**src/rtl/adsr_voice_scheduler.sv**
```systemverilog
// Per-voice ADSR sequencer: owns the voice table, applies note events, and scans all voices per sample tick.
// Optional build macro ADSR_SKIP_BLANK_EN: idle BLANK voices take one FETCH cycle and produce no write-back or strobe.
module adsr_voice_scheduler #(
  parameter int NB_VOICE = 16,
  parameter int VIDX_W   = 4
) (
  input  logic              i_clk,
  input  logic              i_rst,
  input  logic              i_sample_tick,
  input  logic              i_evt_valid,
  output logic              o_evt_ready,
  input  logic [VIDX_W-1:0] i_evt_voice,
  input  logic              i_evt_on,
  input  logic [3:0]        i_evt_channel,
  output logic [2:0]        o_adsr_state,
  output logic [17:0]       o_adsr_volume,
  output logic              o_adsr_note_pressed,
  output logic              o_adsr_note_released,
  output logic [3:0]        o_adsr_channel,
  input  logic [2:0]        i_adsr_state,
  input  logic [17:0]       i_adsr_volume,
  input  logic              i_adsr_note_pressed,
  input  logic              i_adsr_note_released,
  output logic              o_voice_valid,
  output logic [VIDX_W-1:0] o_voice_idx,
  output logic [17:0]       o_voice_volume,
  output logic [2:0]        o_voice_state,
  output logic              o_busy,
  output logic              o_overrun,
  output logic [1:0]        o_dbg_fsm_state
);

  typedef enum logic [1:0] {
    S_IDLE  = 2'd0,
    S_FETCH = 2'd1,
    S_WRITE = 2'd2
  } fsm_t;

  typedef struct packed {
    logic [2:0]  state;
    logic [17:0] volume;
    logic        pressed;
    logic        released;
    logic [3:0]  channel;
  } voice_t;

  fsm_t              r_state;
  fsm_t              w_state_next;
  logic [VIDX_W-1:0] r_idx;
  logic [VIDX_W-1:0] w_idx_next;
  voice_t            r_tbl [NB_VOICE];
  voice_t            r_adsr;
  logic              r_pend_pressed;
  logic              r_pend_released;
  logic              r_voice_valid;
  logic [VIDX_W-1:0] r_voice_idx;
  logic [17:0]       r_voice_volume;
  logic [2:0]        r_voice_state;
  logic              r_overrun;
  logic              w_last;
  logic              w_skip;
  logic              w_evt_fire;
  logic              w_evt_here;

  // Event handshake: an event transfers on a rising clock edge where i_evt_valid && o_evt_ready.
  // Ready drops only in WRITE, so the table never sees an event write and a write-back together.
  assign o_evt_ready = (r_state != S_WRITE);
  assign w_evt_fire  = i_evt_valid && o_evt_ready;
  assign w_evt_here  = w_evt_fire && (i_evt_voice == r_idx) && (r_state == S_FETCH);
  assign w_last      = (r_idx == VIDX_W'(NB_VOICE - 1));

`ifdef ADSR_SKIP_BLANK_EN
  localparam logic [2:0] ST_BLANK = 3'd0;
  assign w_skip = (r_tbl[r_idx].state == ST_BLANK) && !r_tbl[r_idx].pressed;
`else
  assign w_skip = 1'b0;
`endif

  always_ff @(posedge i_clk) begin
    if (i_rst) begin
      r_state <= S_IDLE;
      r_idx   <= '0;
    end else begin
      r_state <= w_state_next;
      r_idx   <= w_idx_next;
    end
  end

  always_comb begin
    w_state_next = r_state;
    w_idx_next   = r_idx;
    case (r_state)
      S_IDLE: begin
        if (i_sample_tick) begin
          w_state_next = S_FETCH;
          w_idx_next   = '0;
        end
      end
      S_FETCH: begin
        if (!w_skip) begin
          w_state_next = S_WRITE;
        end else if (w_last) begin
          w_state_next = S_IDLE;
        end else begin
          w_idx_next = r_idx + 1'b1;
        end
      end
      S_WRITE: begin
        if (w_last) begin
          w_state_next = S_IDLE;
        end else begin
          w_state_next = S_FETCH;
          w_idx_next   = r_idx + 1'b1;
        end
      end
      default: w_state_next = S_IDLE;
    endcase
  end

  always_ff @(posedge i_clk) begin
    if (i_rst) begin
      for (int v = 0; v < NB_VOICE; v++) begin
        r_tbl[v] <= '0;
      end
    end else begin
      if (r_state == S_WRITE) begin
        r_tbl[r_idx].state    <= i_adsr_state;
        r_tbl[r_idx].volume   <= i_adsr_volume;
        r_tbl[r_idx].pressed  <= i_adsr_note_pressed | r_pend_pressed;
        r_tbl[r_idx].released <= i_adsr_note_released | r_pend_released;
      end
      if (w_evt_fire) begin
        if (i_evt_on) begin
          r_tbl[i_evt_voice].pressed  <= 1'b1;
          r_tbl[i_evt_voice].released <= 1'b0;
          r_tbl[i_evt_voice].channel  <= i_evt_channel;
        end else begin
          r_tbl[i_evt_voice].pressed  <= 1'b0;
          r_tbl[i_evt_voice].released <= 1'b1;
        end
      end
    end
  end

  // An event that lands on the voice being fetched misses the snapshot, so it is re-merged at write-back.
  always_ff @(posedge i_clk) begin
    if (i_rst) begin
      r_pend_pressed  <= 1'b0;
      r_pend_released <= 1'b0;
      r_adsr          <= '0;
    end else if (r_state == S_FETCH) begin
      r_pend_pressed  <= w_evt_here && i_evt_on;
      r_pend_released <= w_evt_here && !i_evt_on;
      r_adsr          <= r_tbl[r_idx];
    end
  end

  always_ff @(posedge i_clk) begin
    if (i_rst) begin
      r_voice_valid  <= 1'b0;
      r_voice_idx    <= '0;
      r_voice_volume <= '0;
      r_voice_state  <= '0;
      r_overrun      <= 1'b0;
    end else begin
      r_voice_valid <= (r_state == S_WRITE);
      r_overrun     <= i_sample_tick && (r_state != S_IDLE);
      if (r_state == S_WRITE) begin
        r_voice_idx    <= r_idx;
        r_voice_volume <= i_adsr_volume;
        r_voice_state  <= i_adsr_state;
      end
    end
  end

  assign o_adsr_state         = r_adsr.state;
  assign o_adsr_volume        = r_adsr.volume;
  assign o_adsr_note_pressed  = r_adsr.pressed;
  assign o_adsr_note_released = r_adsr.released;
  assign o_adsr_channel       = r_adsr.channel;
  assign o_voice_valid        = r_voice_valid;
  assign o_voice_idx          = r_voice_idx;
  assign o_voice_volume       = r_voice_volume;
  assign o_voice_state        = r_voice_state;
  assign o_busy               = (r_state != S_IDLE);
  assign o_overrun            = r_overrun;
  assign o_dbg_fsm_state      = r_state;

endmodule

```
**config.mk**
```make
export PLATFORM = sky130hd
export DESIGN_NAME = adsr_voice_scheduler
export DESIGN_NICKNAME = d
export VERILOG_FILES = /design/src/rtl/adsr_voice_scheduler.sv
export SDC_FILE = /design/constraint.sdc
export NUM_CORES = 1
export LEC_CHECK = 0
export CAP_MARGIN = 5
export CORE_ASPECT_RATIO = 1.4
export CORE_MARGIN = 1
export CORE_UTILIZATION = 40
export CTS_BUF_LIST = sky130_fd_sc_hd__clkbuf_8 sky130_fd_sc_hd__clkbuf_16
export CTS_CLUSTER_SIZE = 20
export DETAILED_ROUTE_END_ITERATION = 6
export GPL_TIMING_DRIVEN = 0
export RECOVER_POWER = 25
export SYNTH_ARGS = -nofsm -noshare
export SYNTH_HDL_FRONTEND = slang
export SYNTH_SLANG_ARGS = --single-unit
```
**constraint.sdc**
```tcl
create_clock -name i_clk -period 2.9 [get_ports i_clk]
set_input_delay 0.29 -clock i_clk [delete_from_list [all_inputs] [get_ports i_clk]]
set_output_delay 0.29 -clock i_clk [all_outputs]
set_load 0.03 [all_outputs]
```
Word level (Yosys, flattened, before mapping)
Memory sizes are Yosys's and may differ from the RTL's. A register that Yosys moved wholly into a read port is not among the register bits.
Cells that the tools add are included.
Cells by class
  add/subtract/negate cells: 1
  equal/unequal tests: 7
  mux-type cells: 27
  bitwise gates (word level): 4
  reductions and logical operators: 13
Operators by type and width (count)
  27-bit 2-to-1 mux: 2
  27-bit OR reduction: 2
  4-bit 2-to-1 mux: 5
  1-bit 2-to-1 mux: 16
  4-bit one-hot mux with 2 select lines: 1
  1-bit logical AND: 6
  2-bit inequality test (second input constant): 3
  2-bit one-hot mux with 3 select lines: 1
  4-bit by 1-bit adder with 4-bit output (second input constant): 1
  4-bit equality test: 1
  4-bit equality test (second input constant): 1
  2-bit 2-to-1 mux: 2
  1-bit bitwise OR: 4
  2-bit nonzero test: 2
  3-bit AND reduction: 1
  2-bit by 1-bit equality test with 1-bit output (second input constant): 1
  2-bit equality test (second input constant): 1
  2-bit logical NOT: 1
  1-bit logical NOT: 1
Storage, ports and cells
  flip-flop bits (word level): 35
  memory bits (writable): 432
  input port bits: 36
  output and inout port bits: 58
  word-level logic and storage cells: 62
  memories: 1
Memory list
  r_tbl: depth 16, width 27, read ports 1, clocked after Yosys merged registers in 1, write ports 16, RTL line 51  | voice_t r_tbl [NB_VOICE];

Longest topological paths before layout
  depth in word-level cells: 8
  gate-level depth with buffers: 9
  depth with buffers taken out: 5

Worst setup path before layout
OpenSTA, ideal clock, no wires.
  path type: register -> register
  start point: reg r_state[1] (netlist: o_dbg_fsm_state[1])
  end point: mem r_tbl[10][10] (netlist name), enable pin
  library setup time: 378 ps
  data arrival time: 2211 ps
  data required time: 2522 ps
  setup slack: 311 ps
  cell stages (with the launch flop): 9
  buffers on the path: 3
  period minus slack after synthesis: 2589 ps
  cell sequence: dfxtp_1 buf_6 nor2b_4 buf_8 inv_6 a211oi_4 o2111ai_4 buf_6 nand2_1
RTL lines
  start, declared: RTL line 47  | fsm_t r_state;
  start signal, assigned: RTL line 84  | r_state <= w_state_next;
  end, declared: RTL line 51

==> metrics list <==
* Critical path fanouts, max: 21
- After synthesis the netlist holds a flip-flop and latch count of 494.
- Later-pin clock latency in the skew report: 0.58 ns
- # port buffers: 91
* Worst Hold Slack: 0.316 ns
- Once routing completed, OpenROAD measured the worst setup slack at -0.0865 ns.
- Setup repair after global routing could not meet its margin everywhere.
* Chip Width: 199 um
- Total number of H-tree levels: 2
- # placed instances: 2391
- Entering global routing, the biggest net connects 22 pins.
- The finished layout holds 2477 standard cells, fillers aside.
* Element type at the critical path start: register
- The path class of the tightest hold or removal check is in -> reg.
- Power density over the cells: 597 nW/um2
- The first TritonRoute pass finished after 5 iterations.
* Avg Cell Area, Syn: 13.7 um2
- After routing the design area is 25200 um2.
- At the worst endpoint, the arrival time is 3.19 ns.
* CTS root buffer: clkbuf_16
* Global-route congestion overflow total: 0
* Remaining antenna violation count after routing: 0
- The die is 278 um tall.
* Detailed-route DRC error count: 0
* Final HPWL DP: 45400 um
* Area inside the core boundary: 53400 um2
* Number of nets in the final layout: 1762
- Mean number of vias per cell: 5.65
- Total wirelength of the detailed-routed design: 65700 um
- For this block, the initial DRC count from the detailed router was 1101.
- Number of instances in the synthesized netlist: 1583
* I/O Pins: 94
- The worst setup path is of the reg -> reg kind.
* Final number of max-transition violations: 0
- Total Routing Usage GR: 0.241
- For this run, the number of Yosys warnings is 0.
- TritonCTS sink count: 494
* Ratio of cells with drive above 1 in the final layout: 0.208
- The number of antenna violations at the first check in global routing was 1.
- After clock tree synthesis, the clock-pin slew on the worst setup and hold paths is 0.07 ns.
- The number of endpoints with negative hold slack in the final report was 0.
* Number of violations of the max-capacitance limit: 0
- Post-route fraction of the period consumed by the critical path: 1.03
* Leak Pwr: 8.65 nW
- For this configuration, the core starts out at a cell density of 0.407.
- Routability-driven placement finished with a final weighted congestion of 0.891.
- Min Tclk post-route: 2.99 ns
* Number of library cell types mapped by synthesis: 54
* Async set or reset register ratio after synthesis: 0
- Of the synthesized area, sequential elements account for 0.654.
- First-pass GRT wire length: 94800 um
* Relative area change from synthesis to final layout: 15.9%
- Dominant register cell in the synthesized netlist: edfxtp_1
- Summing every instance area after synthesis gives 21700 um2.
- Prior to clock tree synthesis, the placed netlist has a worst setup slack of -0.810 ns.
- The clock passes through at most 3 buffers.
- Failing checks: setup timing
* Layout Skew: 0.0172 ns
- Nets in the synthesized netlist: 1620
- Actual transition at the worst max-transition pin: 1.21 ns
- Counting the buffers created by CTS gives 46.
- Via count of the first global-routing pass: 14.7k
- Worst EP required: 3.10 ns
- The die covers 55300 um2.
- Detailed routing inserted a total of 14.0k vias.
* Number of setup violations in the final report: 42
- The top cell types in the final layout, fill and taps aside, are edfxtp_1 (432), nor2_1 (378), mux4_2 (108).
- Summing internal, switching and leakage power gives 0.0150 W.
- Ant diodes: 0
* Placed cell area: 23600 um2
- The worst setup path is captured at a register.
* Peak clock frequency supported by timing: 335 MHz
* Run status: complete, but fails checks
- Number of synthesized flops with an enable pin: 432
- Num rows: 100
* CTS tree: done
* Most common library cell in the layout ignoring fill and taps: edfxtp_1
- Normalized max-slew margin: 0.190
- After detailed routing, the average wire length per cell comes to 26.5 um.
- IR analysis of the VDD net gives a maximum drop of 0.000366 V.
## final cells by class
class | count | area (um2)
plain buffers | 134 | 672
clock buffers | 52 | 1230
clock inverters | 34 | 246
fillers | 4799 | 28300
inverters | 6 | 27.5
multi-input cells | 949 | 6900
flip-flops and latches | 494 | 14200
well taps | 714 | 893
repair buffers | 94 | 982
## through the flow
| step | TNS, ns | util |
|---|---|---|
| after floorplan | 0 | - |
| after global placement | -247.78 | 0.440 |
| after detailed placement | -226.56 | 0.442 |
| after CTS | -0.793 | 0.471 |
| after global routing | -6.49 | 0.471 |
| final | -1.85 | 0.471 |
## cells by family (layout without fill, tap and decap cells)
group / count (synthesis) / in the layout / share of synthesized area
adders and majority gates: 1 / 1 / 0.000576
muxes: 138 / 138 / 0.127
buffers and inverters: 140 / 320 / 0.0328
AOI/OAI and AO/OA: 166 / 166 / 0.0491
xor gates and xnor gates: 5 / 5 / 0.00202
and+or+nand+nor: 639 / 639 / 0.134
DFF: 494 / 494 / 0.654
## critical path: stages, from the launching register on
cell and delay (ns):
dfxtp_1 0.34, buf_2 0.28, buf_4 0.33, inv_1 0.18
nor4_4 0.45, o21ai_2 0.19, buf_2 0.25, nand2_2 0.56
## metal layers
layer  vias up  track usage  routed length, um
li1       6088            -                  -
met5         -            0                 13
met1      7121        0.272              23300
met2       612        0.438              35000
met4         2        0.120               3370
met3       166       0.0361               4040
## synth_stat cells, types with 2 or more instances
cell type | number | area share
nor2_2 | 18 | 0.0052
mux2_2 | 28 | 0.015
and3_1 | 2 | 0.00058
nor3_1 | 35 | 0.0081
o21ai_1 | 6 | 0.0014
a21oi_1 | 26 | 0.0060
dfxtp_1 | 62 | 0.057
buf_1 | 3 | 0.00052
clkbuf_1 | 41 | 0.0071
nor2_1 | 379 | 0.065
nand2b_1 | 3 | 0.00086
nor3_4 | 2 | 0.0015
and4_1 | 2 | 0.00081
xor2_1 | 3 | 0.0012
buf_6 | 5 | 0.0026
a32oi_1 | 2 | 0.00081
nand4b_1 | 3 | 0.0012
a31o_2 | 16 | 0.0065
inv_1 | 5 | 0.00086
nand3_1 | 6 | 0.0014
xnor2_1 | 2 | 0.00081
or2_2 | 4 | 0.0012
edfxtp_1 | 432 | 0.60
buf_4 | 11 | 0.0038
nor2b_1 | 2 | 0.00058
nor4_4 | 3 | 0.0029
nor4_1 | 2 | 0.00058
nand2_1 | 93 | 0.016
nor4b_4 | 2 | 0.0022
and2_1 | 67 | 0.019
o21ai_2 | 13 | 0.0052
nand3b_1 | 3 | 0.0010
mux2i_1 | 2 | 0.00092
a22oi_1 | 27 | 0.0093
mux4_2 | 108 | 0.11
buf_2 | 73 | 0.017
nand4_1 | 5 | 0.0014
o21ai_0 | 71 | 0.016
## repair_timing
action,CTS,global route
setup endpoints to repair,329,233
endpoints found under the hold margin,0,0
hold buffers,0,0
gates resized for setup,25,15
setup buffers,0,0
## power breakdown
part	switching [W]	internal [W]	leakage, nW
Clock	0.00271	0.00332	0.774
Combinational	0.000667	0.000295	2.91
Sequential	0.0000785	0.00795	4.97
Total	0.00345	0.0116	8.65
## sequential cells by signal, summed over array words and instances (netlist names), 2 cells and up
signal,count
r_tbl,432
o_voice_idx,4
r_idx,4
o_voice_volume,18
o_voice_state,3
o_adsr_channel,4
o_dbg_fsm_state,2
o_adsr_state,3
o_adsr_volume,18
## path summary, 6_finish.rpt
path | startpoint | slack [ns] | cells after the start | to
max | r_idx[0]$_SDFFE_PP0P_ | -0.09 | 7 | r_tbl[5][11]$_SDFFCE_PN0P_
min | i_adsr_volume[5] | 0.32 | 3 | o_voice_volume[5]$_SDFFE_PP0P_
max reg2reg | r_idx[0]$_SDFFE_PP0P_ | -0.09 | 7 | r_tbl[5][11]$_SDFFCE_PN0P_
min reg2reg | o_voice_idx[0]$_SDFFE_PP0P_ | 0.45 | 2 | o_voice_idx[0]$_SDFFE_PP0P_
(Power assumes the default switching activity.)
